$ cat config.mk
export PLATFORM = sky130hd
export DESIGN_NAME = banner_sequencer
export DESIGN_NICKNAME = d
export VERILOG_FILES = /design/src/rtl/banner_sequencer.sv
export SDC_FILE = /design/constraint.sdc
export NUM_CORES = 1
export LEC_CHECK = 0
export ABC_AREA = 0
export CORE_UTILIZATION = 47
export DETAILED_ROUTE_END_ITERATION = 6
export DONT_BUFFER_PORTS = 1
export SYNTH_ARGS = -nofsm -noshare
export SYNTH_HDL_FRONTEND = slang
export SYNTH_SLANG_ARGS = --single-unit
$ cat constraint.sdc
create_clock -name clk -period 3.4 [get_ports clk]
set_input_delay 0.34 -clock clk [delete_from_list [all_inputs] [get_ports clk]]
set_output_delay 0.34 -clock clk [all_outputs]
set_load 0.01 [all_outputs]
$ cat src/rtl/banner_sequencer.sv
// Round-robin scheduler for the single on-screen text banner: grant, hold, blank gap, ack.
// Optional BANNER_SKIP_EN adds a skip input that ends the visible banner early.
module banner_sequencer #(
    parameter int NUM_REQ     = 4,
    parameter int MSG_W       = 3,
    parameter int HOLD_CYCLES = 100000000,
    parameter int GAP_CYCLES  = 2,
    parameter int CNT_W       = 27
) (
    input  logic                        clk,
    input  logic                        reset,
    input  logic [NUM_REQ-1:0]          req,
    input  logic [NUM_REQ*MSG_W-1:0]    msg_in,
    input  logic                        pause,
`ifdef BANNER_SKIP_EN
    input  logic                        skip,
`endif
    output logic [NUM_REQ-1:0]          ack,
    output logic                        show,
    output logic [MSG_W-1:0]            show_msg,
    output logic [$clog2(NUM_REQ)-1:0]  show_owner,
    output logic                        busy
);

    localparam int OW = $clog2(NUM_REQ);

    localparam logic [1:0] S_IDLE = 2'd0;
    localparam logic [1:0] S_SHOW = 2'd1;
    localparam logic [1:0] S_GAP  = 2'd2;

    localparam logic [CNT_W-1:0] HOLD_LAST = CNT_W'(HOLD_CYCLES - 1);
    localparam logic [CNT_W-1:0] GAP_LAST  = CNT_W'(GAP_CYCLES - 1);

    logic [1:0]         state_q, state_d;
    logic [CNT_W-1:0]   cnt_q, cnt_d;
    logic [OW-1:0]      rr_q, rr_d;
    logic [OW-1:0]      owner_q, owner_d;
    logic [MSG_W-1:0]   msg_q, msg_d;
    logic               show_q, show_d;
    logic               busy_q, busy_d;
    logic [NUM_REQ-1:0] ack_q, ack_d;

    logic               skip_w;
    logic               gnt_vld;
    logic [OW-1:0]      gnt_idx;
    logic [OW-1:0]      rr_next;
    int                 arb_j;
    logic [OW-1:0]      arb_idx;

`ifdef BANNER_SKIP_EN
    assign skip_w = skip;
`else
    assign skip_w = 1'b0;
`endif

    // Scan from the highest offset down so the lowest offset from rr_q wins.
    always_comb begin
        gnt_vld = 1'b0;
        gnt_idx = '0;
        arb_j   = 0;
        arb_idx = '0;
        for (int k = NUM_REQ - 1; k >= 0; k--) begin
            arb_j = int'(rr_q) + k;
            if (arb_j >= NUM_REQ) arb_j = arb_j - NUM_REQ;
            arb_idx = OW'(arb_j);
            if (req[arb_idx]) begin
                gnt_vld = 1'b1;
                gnt_idx = arb_idx;
            end
        end
    end

    assign rr_next = (owner_q == OW'(NUM_REQ - 1)) ? '0 : owner_q + 1'b1;

    always_comb begin
        state_d = state_q;
        cnt_d   = cnt_q;
        rr_d    = rr_q;
        owner_d = owner_q;
        msg_d   = msg_q;
        show_d  = show_q;
        ack_d   = '0;
        case (state_q)
            S_IDLE: begin
                if (gnt_vld) begin
                    state_d = S_SHOW;
                    cnt_d   = '0;
                    owner_d = gnt_idx;
                    msg_d   = msg_in[int'(gnt_idx)*MSG_W +: MSG_W];
                    show_d  = 1'b1;
                end
            end
            S_SHOW: begin
                // A dropped request takes precedence: the banner is abandoned without an ack.
                if (!req[owner_q]) begin
                    state_d = S_GAP;
                    cnt_d   = '0;
                    show_d  = 1'b0;
                    msg_d   = '0;
                    rr_d    = rr_next;
                end else if (skip_w || (cnt_q == HOLD_LAST && !pause)) begin
                    state_d        = S_GAP;
                    cnt_d          = '0;
                    show_d         = 1'b0;
                    msg_d          = '0;
                    rr_d           = rr_next;
                    ack_d[owner_q] = 1'b1;
                end else if (!pause) begin
                    cnt_d = cnt_q + 1'b1;
                end
            end
            S_GAP: begin
                if (!pause) begin
                    if (cnt_q == GAP_LAST) begin
                        state_d = S_IDLE;
                        cnt_d   = '0;
                        owner_d = '0;
                    end else begin
                        cnt_d = cnt_q + 1'b1;
                    end
                end
            end
            default: begin
                state_d = S_IDLE;
                cnt_d   = '0;
                owner_d = '0;
                msg_d   = '0;
                show_d  = 1'b0;
            end
        endcase
        busy_d = (state_d != S_IDLE);
    end

    always_ff @(posedge clk or posedge reset) begin
        if (reset) begin
            state_q <= S_IDLE;
            cnt_q   <= '0;
            rr_q    <= '0;
            owner_q <= '0;
            msg_q   <= '0;
            show_q  <= 1'b0;
            busy_q  <= 1'b0;
            ack_q   <= '0;
        end else begin
            state_q <= state_d;
            cnt_q   <= cnt_d;
            rr_q    <= rr_d;
            owner_q <= owner_d;
            msg_q   <= msg_d;
            show_q  <= show_d;
            busy_q  <= busy_d;
            ack_q   <= ack_d;
        end
    end

    assign ack        = ack_q;
    assign show       = show_q;
    assign show_msg   = msg_q;
    assign show_owner = owner_q;
    assign busy       = busy_q;

endmodule

# After elaboration in Yosys (flattened, before gate mapping)
# Index checks and enable logic that the tools add are counted.
# W data, S select, Z words.
# word_totals
regBits	42
latch_bits	0
mem_bits_rw	0
mem_bits_ro	0
inputBits	19
output_inout_bits	11
word_cells	106
mem_count	0
# classes
add_sub_neg	9
mul	1
div_mod_pow	0
n_lt_le_gt_ge	10
eq_ne	11
shift	1
mux	55
bitwise	2
n_reduce_logical	9
# op_table
operator	n
$mux W27	6
$pmux W27 S3	1
$mux W2	19
$add A27 B1 Y27 const B	1
$eq A27 B1 Y1 const B	1
$eq A27 B27 Y1 const B	1
$lt A2 B3 Y1 const B	5
$mux W1	13
$mux W4	3
$pmux W2 S3	2
$shiftx A12 B5 Y3	1
$bmux W1 S2	5
$ge A3 B3 Y1 const B	3
$mux W3	3
$pmux W3 S3	1
$sub A2 B1 Y2 const B	4
$add A2 B2 Y3 const B	2
$ne A2 B2 Y1 const B	3
$reduce_and A3 Y1	2
$eq A2 B2 Y1 const B	2
$mul A2 B2 Y4 const B	1
$ne A4 B4 Y1 const B	1
$reduce_and A4 Y1	1
$add A2 B1 Y3 const B	1
14 further kinds	16

# Depth between registers and ports, before layout
# Gate-level depths: netlist of run 1.
# depth
ltp_word	13
ltp_mapped	10
mapped_depth_nobuf	8

# Worst setup path before layout of run 1
# Ideal clock, no wire load.
# synth_path
path_type	register -> register
startpoint	reg cnt_q[0]
endpoint	reg cnt_q[18]
setup_time_ns	0.121
arrival_ns	2.007
required_time_ns	3.279
setup_slack_ns	1.272
path_stages_with_launch	8
path_buffers	0
synth_period_minus_slack_ns	2.128
cell_sequence	dfrtp_1 -> ha_1 -> nand4_1 -> nor4_4 -> nand4_1 -> or2_2 -> a21o_2 -> a22o_1
# synth_between
elab_chain_len	5
elab_cells_between_ends	12
classes_between	add/sub (1); eq/ne (3); mux (6); reduce/logical (2)
# synth_rtl
element	line_no	rtl
start: declaration	35	logic [CNT_W-1:0] cnt_q, cnt_d;
start signal: assignment	146	cnt_q <= cnt_d;
$add A27 B1 Y27 or $eq A27 B27 Y1 (tied branches)	109, 119, 101	
$mux W27 or $logic_and A1 B1 Y1 (tied branches)	108, 101	
$mux W27	101	end else if (skip_w || (cnt_q == HOLD_LAST && !pause)) begin
$mux W27	95	if (!req[owner_q]) begin
$pmux W27 S3	83	case (state_q)
# Parallel ways exist; a longest one is shown, timed or not. The select of a mux whose other input is x is not followed.
# A chain may end at the register's enable or synchronous reset.

# Worst setup path in the final report of run 1
# layout_path
startpoint	reg cnt_q[0]
endpoint	reg cnt_q[20]
# The elaborated chain is that of the path after synthesis.

==> results of run 1 <==
==> power breakdown <==
part           switching [uW]  internal [uW]  total, uW
registers                76.6            559        636
logic                     362            274        637
clock network             180            216        396
total                     619           1050       1670
==> final cells by class <==
| type | count | area share [%] |
|---|---|---|
| Multi-Input combinational cell | 211 | 53.4 |
| Sequential cell | 42 | 37.3 |
| Tap cell | 72 | 3.20 |
| Clock buffer | 5 | 2.44 |
| Inverter | 11 | 1.47 |
| Clock inverter | 3 | 1.42 |
| Timing Repair Buffer | 3 | 0.799 |
==> worst register-to-register path, delay by kind of cell, from the launching register on <==
kind | cells | cell delay, ns
compound gates | 2 | 1.15
fa+ha+maj | 1 | 0.26
flops | 1 | 0.43
simple gates | 4 | 0.85
==> metal layers <==
| metal | vias up | GRT usage, % |
|---|---|---|
| met1 | 1039 | 31.4 |
| met3 | 7 | 3.76 |
| met2 | 38 | 32.0 |
| met5 | - | 0 |
| li1 | 1031 | - |
| met4 | 0 | 7.92 |
==> path summary, 6_finish.rpt <==
check	endpoint	slack, ns	start	cells past startpoint
worst max-delay path	cnt_q[20]$_DFFE_PP0P_	0.59	cnt_q[0]$_DFFE_PP0P_	7
worst min-delay path	cnt_q[23]$_DFFE_PP0P_	0.04	reset	2
worst max register to register	cnt_q[20]$_DFFE_PP0P_	0.59	cnt_q[0]$_DFFE_PP0P_	7
worst min register to register	cnt_q[24]$_DFFE_PP0P_	0.54	cnt_q[24]$_DFFE_PP0P_	1
max in group asynchronous	cnt_q[19]$_DFFE_PP0P_	2.98	reset	2
min in group clk	show_owner[0]$_DFFE_PP0P_	0.36	req[2]	3
==> logic make-up after synthesis <==
family          after synthesis  share of synthesized area (%)
simple gates                118                           24.5
fa+ha+maj                    10                           4.68
flops                        42                           39.3
buf+inv                      21                           4.36
mux                          12                           5.15
compound gates               71                           22.0
==> metrics by stage <==
stage	utilization, %	instances	power (uW)
after floorplan	-	274	1190
after global placement	49.2	339	1270
after detailed placement	49.2	339	1280
after CTS	51.2	347	1680
after global routing	51.2	347	1790
final	51.2	347	1670
==> registers in the layout, summed over array words and instances, names as in the netlist <==
signal and cells:
cnt_q 27, show 1, rr_q 2, show_owner 2
state_q 2, busy 1, ack 4, show_msg 3
==> placed cells by master, fill, tap and decap left out, types with 2 or more instances in the layout <==
cell,n
or2_2,4
and4_1,3
clkinv_2,2
nor3_1,5
clkbuf_8,5
ha_1,10
o311ai_0,4
dfrtp_1,42
nor2_1,19
a2bb2oi_1,5
and2_1,7
buf_4,3
nand2_1,32
o31ai_1,7
o21ai_0,7
a21o_2,8
nand2b_1,2
o311ai_1,2
a22o_1,15
a21oi_1,4
inv_1,10
nand3_1,19
nand4_1,7
nor4_4,3
o41ai_1,2
nor4_1,5
mux2i_1,10
o21bai_1,4
a21o_1,4
==> synth_stat cells, drive strengths merged, types with 2 or more instances <==
master	count	share of area [%]
o21bai	4	1.1
nand3	19	3.6
o41ai	2	0.66
o21ai	7	1.3
a22o	15	4.9
and4	3	0.98
a2bb2oi	5	1.6
nand2b	3	0.80
a21o	12	3.7
nor3	5	0.94
ha	10	4.7
dfrtp	42	39
nand4	7	1.6
inv	11	1.5
nand2	33	4.7
nor2	20	2.9
nor4	9	4.0
a21oi	5	1.1
o31ai	7	2.0
o311ai	6	2.0
mux2i	10	3.7
clkbuf	2	0.33
or2	4	0.94
and2	7	1.6
buf	8	2.5
==> results.md, run 1 <==
- Setup-failing EPs final: 0
- Final HPWL DP: 4000 um
- Chip Width: 77.4 um
- TritonRoute pass-1 iters: 4
- Syn. warnings: 0
- Syn nets: 303
- Crit path buffers/inverters: 0
- Unrepaired setup endpoints after global routing: false
- # H-tree levels: 2
- Pwr Density: 592 nW/um^2
- FP Rows: 27
- Clock period minus worst slack: 2.81 ns
- Clock transition at path regs: 0.08 ns
- CTS tree: done
- Fill count: 507
- Sum Neg Setup Slack: 0 ns
- Final WS setup: 0.590 ns
- Clock skew: 0.00569 ns
- Outcome: completed
- Die area: 5990 um^2
- TritonCTS Buffers: 5
- Crit path launch type: flop
- Final Slew Violations: 0
- Cell family with most CP delay: compound AO/OA/AOI/OAI gates
- Slowest Stage Delay on Critical Path: 0.71 ns
- Endpoint class of the critical path: flop
- GRT Total Usage: 21.6%
- Syn Area/Cell: 9.75 um^2
- Final WL: 5660 um
- Synthesized cell area: 2670 um^2
- Worst path required time: 3.58 ns
- # Post-CTS Setup Buffers: 0
- Antenna violations before repair: 0
- CTS root buf: clkbuf_8
- Crit-path max FO: 19
- Placed Area: 2710 um^2
- Number of synthesized flops with an enable pin: 0
- FF+latch count, synth: 42
- Peak supply drop: 0.000321 V
- Largest net degree at the start of global routing: 43
- Crit-path cells: ha_1, and4_1, nand4_1, nor4_4, o32ai_4, nand2b_2, o311ai_0
- F_max: 356 MHz
- Antenna Diode Count: 0
- LEAKAGE: 0.00126 uW
- Place WS: 0.593 ns
- Slowest-stage cell, CP: o32ai_4
- Primary FF master, synth: dfrtp_1
- Worst slew margin: 42.7%
- Area Overhead vs Synth: 5.48%
- DR iter-0 viols: 137
- Ports: 30
- Design area: 2820 um^2
- First-pass GRT wire length: 10100 um
- FFs w/ async S/R, synth: 100%
- Sequential share of the synthesized area: 39.3%
- Final hold viol count: 0
- Via density: 6.10
- Mapped Cells: 274
- Crit path DAT: 2.99 ns
- Remaining Overflow, GRT: 0
- Slew @ Worst Pin: 0.859 ns
- WS Path Type: reg -> reg
- Wire length on met3: 150 um
- HP Class: in -> async
- Via count: 2115
- Die Ht: 77.4 um
- Top routing layer in use: met4
- Register Area: 1050 um^2
- Total core area: 5510 um^2
- Share of cells above drive strength 1: 13.1%
- CTS resizes: 0
- Vias in the first global route: 2059
- DRC Markers: 0
- Area taken by multi-input logic gates: 1500 um^2
- Routed Antenna Nets: 0
- Met1 wire length: 2910 um
- Final Cycle Share: 82.7%
- CTS Sinks: 42
- DR WL/cell: 16.3 um
- Count of buffers from port buffering: 0
- Hold buffer count at CTS: 0
- Initial Utilization: 48.5%
- Placer congestion estimate: 0.774
- Distinct cells, synth: 55
- Final hold slack: 0.0447 ns
- DR WL met2: 2520 um
- Worst-Skew Late Latency: 0.30 ns
- Max-cap violations: 0
- Fin nets: 303
- Clk buf depth: 2
(Power assumes the default switching activity.)
==> run 2, diff against run 1 <==
==> constraint.sdc (replaced) <==
create_clock -name clk -period 2.37 [get_ports clk]
set_input_delay 0.237 -clock clk [delete_from_list [all_inputs] [get_ports clk]]
set_output_delay 0.237 -clock clk [all_outputs]
set_load 0.01 [all_outputs]
==> results.md, run 2 (synthesis gave the netlist of run 1 again) <==
- Total core area: 5510 um^2
- Die area: 5990 um^2
- Share of cells above drive strength 1: 23.5%
- Max-cap violations: 0
- TritonRoute pass-1 iters: 4
- HP Class: in -> reg
- Top routing layer in use: met4
- F_max: 438 MHz
- Reg with most FFs: cnt_q
- Met1 wire length: 2830 um
- Net Switching: 898 uW
- R2R Setup Slk: 0.09 ns
- Peak supply drop: 0.000581 V
- Setup-failing EPs final: 0
- DR WL met2: 2970 um
- Final Cycle Share: 96.3%
- Via count: 2230
- Critical path destination: cnt_q[25]$_DFFE_PP0P_
- Wire length on met3: 223 um
- Fin cells: 383
- Largest net degree at the start of global routing: 43
- Endpoint class of the critical path: flop
- Fin nets: 339
- Clock skew: 0.00733 ns
- GRT Total Usage: 21.9%
- FP Rows: 27
- Crit-path max FO: 18
- Routed Antenna Nets: 0
- CP Launch Point: cnt_q[12]$_DFFE_PP0P_
- Die Ht: 77.4 um
- Pwr Density: 770 nW/um^2
- DRC Markers: 0
- Final HPWL DP: 4420 um
- CTS Sinks: 42
- # H-tree levels: 2
- Via density: 5.82
- Antenna violations before repair: 0
- DR iter-0 viols: 149
- Most common cell after layout, fill and taps aside: dfrtp_1
- Worst slew margin: 63.7%
- Slew @ Worst Pin: 0.538 ns
- LEAKAGE: 0.00145 uW
- Final Slew Violations: 0
- Placed cells: 373
- Chip Width: 77.4 um
- Final hold viol count: 0
- Final Core Density: 56.4%
- Crit path DAT: 2.47 ns
- Initial Utilization: 48.5%
- Clock period minus worst slack: 2.28 ns
- CTS tree: done
- Remaining Overflow, GRT: 0
- DR WL/cell: 15.9 um
- Final hold slack: 0.289 ns
- First-pass GRT wire length: 10200 um
- Clock share of power: 19.9%
- Internal: 1490 uW
- Crit path launch type: flop
- Outcome: completed
- Reg power frac: 37.1%
- Place WS: -0.362 ns
- WS Path Type: reg -> reg
- Most frequent cells in the layout: dfrtp_1, buf_4, nand2_1
- Count of buffers from port buffering: 0
- CTS root buf: clkbuf_8
- Clock transition at path regs: 0.08 ns
- Switching share of power: 37.5%
- FF-to-FF End: cnt_q[25]$_DFFE_PP0P_
- Antenna Diode Count: 0
- Worst path required time: 2.56 ns
- Placer congestion estimate: 0.806
- Logic pwr share: 43.0%
- Vias in the first global route: 2122
- Final WL: 6070 um
- FF-to-FF path depth: 9
- Tot Pwr: 2390 uW
- Hold path start: msg_in[1]
- Worst-Skew Late Latency: 0.29 ns
- Clk buf depth: 2
- Worst reg2reg path startpoint: cnt_q[12]$_DFFE_PP0P_
- Final WS setup: 0.0866 ns
- Max FFs per register: 27
- TritonCTS Buffers: 5
- Area Overhead vs Synth: 16.3%
- Ports: 30
## run 2: cell count changes in the layout (fill, tap and decap cells not counted), moves of 2 or more
cell,before,now
buf_4,3,38
nor4_1,5,3
nor4_2,1,3
o311ai_0,4,2
o311ai_1,2,4
## run 2: metal layers
metal  GRT usage, %  vias up
met3           3.88        4
met4           4.91        0
met2           36.6       43
met5              0        -
met1           29.6     1084
li1               -     1099
## run 2: power by group through the flow
stage,logic [uW],registers [uW],clock network [uW]
final,1030,887,477
after global routing,1140,903,523
after CTS,1020,888,493
after detailed placement,1000,900,0
after global placement,980,899,0
after floorplan,799,901,0
## run 2: metrics by stage
step | cell area [um^2] | setup TNS, ns
2_1_floorplan | 2670 | 0
3_3_place_gp | 2960 | -1.71
3_5_place_dp | 2960 | -3.03
4_1_cts | 3080 | 0
5_1_grt | 3110 | -0.0557
6_report | 3110 | 0
## run 2: timing repair
action	CTS	global route
hold endpoints to repair	42	0
hold buffers	1	0
setup buffers	1	0
resized for setup	1	6
pin swaps	1	1
endpoints found under the setup margin	26	22
## run 2: critical path, cell delays in order, from the launching register on
cell	delay (ns)
dfrtp_1	0.40
nor4_2	0.34
nand2_1	0.18
buf_4	0.18
nor3_1	0.17
buf_4	0.16
o32ai_4	0.09
buf_4	0.22
a21o_2	0.20
a22o_1	0.22
## run 2: cell type report
type	instances	area (um^2)
fill	511	2400
multi-input combinational	211	1540
sequential	42	1050
timing repair buffer	39	295
tap	72	90.1
clock buffer	7	86.3
inverter	11	41.3
clock inverter	1	5.00
## run 2: worst min path at each step
stage | endpoint | slack, ns | cells past startpoint
final | show_msg[1]$_DFFE_PP0P_ | 0.29 | 3
after global routing | show_msg[1]$_DFFE_PP0P_ | 0.30 | 3
after CTS | show_msg[1]$_DFFE_PP0P_ | 0.28 | 3
after detailed placement | cnt_q[24]$_DFFE_PP0P_ | 0.29 | 2
after global placement | cnt_q[20]$_DFFE_PP0P_ | 0.30 | 2
after floorplan | ack[0]$_DFF_PP0_ | 0.48 | 1
==> run 3, diff against run 2 <==
--- a/config.mk
+++ b/config.mk
@@ -9,6 +9,7 @@
 export CORE_UTILIZATION = 47
 export DETAILED_ROUTE_END_ITERATION = 6
 export DONT_BUFFER_PORTS = 1
+export PLACE_DENSITY = 0.71
 export SYNTH_ARGS = -nofsm -noshare
 export SYNTH_HDL_FRONTEND = slang
 export SYNTH_SLANG_ARGS = --single-unit
==> results.md, run 3 (synthesis gave the netlist of run 1 again) <==
- Outcome: completed
- Antenna violations before repair: 0
- Most frequent cells in the layout: dfrtp_1, nand2_1, buf_4
- DRC Markers: 0
- TritonCTS Buffers: 5
- Chip Width: 77.4 um
- Tot Pwr: 2500 uW
- FP Rows: 27
- Total core area: 5510 um^2
- DR iter-0 viols: 137
- Antenna Diode Count: 0
- Final HPWL DP: 4220 um
- Worst path required time: 2.56 ns
- Final hold slack: 0.289 ns
- LEAKAGE: 0.00137 uW
- Die Ht: 77.4 um
- Clock skew: 0.00818 ns
- Remaining Overflow, GRT: 0
- Switching share of power: 36.9%
- TritonRoute pass-1 iters: 4
- Final Core Density: 54.7%
- CP Launch Point: cnt_q[0]$_DFFE_PP0P_
- Reg power frac: 35.6%
- Clk buf depth: 2
- Internal: 1580 uW
- Final Slew Violations: 0
- Setup-failing EPs final: 0
- Reg with most FFs: cnt_q
- Logic pwr share: 41.8%
- Routed Antenna Nets: 0
- Placed Area: 2850 um^2
- Worst-Skew Late Latency: 0.30 ns
- Crit-path max FO: 18
- Crit path launch type: flop
- Slew @ Worst Pin: 0.906 ns
- Count of buffers from port buffering: 0
- Ports: 30
- DR WL/cell: 16.4 um
- Placer congestion estimate: 0.857
- WS Path Type: reg -> reg
- Die area: 5990 um^2
- CTS Sinks: 42
- F_max: 440 MHz
- Vias in the first global route: 2154
- Crit path DAT: 2.46 ns
- Pwr Density: 830 nW/um^2
- Max FFs per register: 27
- Worst reg2reg path startpoint: cnt_q[0]$_DFFE_PP0P_
- Via density: 6.01
- Final hold viol count: 0
- Clock transition at path regs: 0.08 ns
- Area Overhead vs Synth: 12.8%
- Peak supply drop: 0.000447 V
- Max-cap violations: 0
- CTS root buf: clkbuf_8
- # H-tree levels: 2
- GRT Total Usage: 21.6%
- Initial Utilization: 48.5%
- CTS tree: done
- Largest net degree at the start of global routing: 26
- Hold path start: msg_in[0]
- Most common cell after layout, fill and taps aside: dfrtp_1
- Final WL: 6020 um
- HP Class: in -> reg
- Share of cells above drive strength 1: 20.1%
- Fill count: 493
- First-pass GRT wire length: 10300 um
- Clock share of power: 22.6%
- Net Switching: 923 uW
- Clock period minus worst slack: 2.27 ns
- Endpoint class of the critical path: flop
- Worst slew margin: 39.3%
- Place WS: 0.0800 ns
- Via count: 2199
- Design area: 3010 um^2
- Final WS setup: 0.0971 ns
- Unrepaired setup endpoints after global routing: true
- Final Cycle Share: 95.9%
- Fin nets: 322
run 3: power groups by stage:
stage          logic (uW)  registers [uW]  clock network (uW)
3_3_place_gp          983             898                   0
4_1_cts              1010             890                 577
6_report             1050             890                 565
5_1_grt              1160             903                 606
2_1_floorplan         799             901                   0
3_5_place_dp         1000             902                   0
run 3: critical path, stage by stage, from the launching register on:
cell	delay (ns)
dfrtp_1	0.41
ha_2	0.23
and4_1	0.23
nand4_1	0.18
nor4_4	0.38
o32ai_4	0.15
buf_12	0.17
a21o_2	0.19
a22o_1	0.22
run 3: per-layer routing:
metal	vias to the layer above	GRT usage [%]	wire, um
li1	1071	-	-
met1	1079	28.7	2870
met2	38	36.1	2830
met3	11	4.00	199
met4	0	6.04	119
met5	-	0	0
run 3: final timing paths:
| path | to | slack (ns) | cells after the start |
|---|---|---|---|
| max in group asynchronous | cnt_q[9]$_DFFE_PP0P_ | 1.20 | 3 |
| hold reg to reg | cnt_q[23]$_DFFE_PP0P_ | 0.54 | 1 |
| setup reg to reg | cnt_q[10]$_DFFE_PP0P_ | 0.1 | 8 |
| setup / recovery | cnt_q[10]$_DFFE_PP0P_ | 0.1 | 8 |
| min in group asynchronous | ack[3]$_DFF_PP0_ | 0.46 | 2 |
| hold / removal | show_msg[0]$_DFFE_PP0P_ | 0.29 | 3 |
run 3: layout make-up:
class	count	area [um^2]	share of cell area, %
Clock inverter	3	40.0	1.33
Tap cell	72	90.1	2.99
Multi-Input combinational cell	211	1540	51.2
Sequential cell	42	1050	34.9
Clock buffer	5	68.8	2.28
Inverter	11	41.3	1.37
Timing Repair Buffer	22	180	5.98
run 3: per-stage QoR:
step                      instances  TNS, ns
after floorplan                 274        0
after global placement          356        0
after detailed placement        356        0
after CTS                       365        0
after global routing            366   -0.543
final                           366        0
run 3: what timing repair did:
action	CTS	global route
endpoints found under the hold margin	24	0
buffers inserted	0	1
endpoints found under the setup margin	0	26
gates resized for setup	0	7
hold buffers	1	0
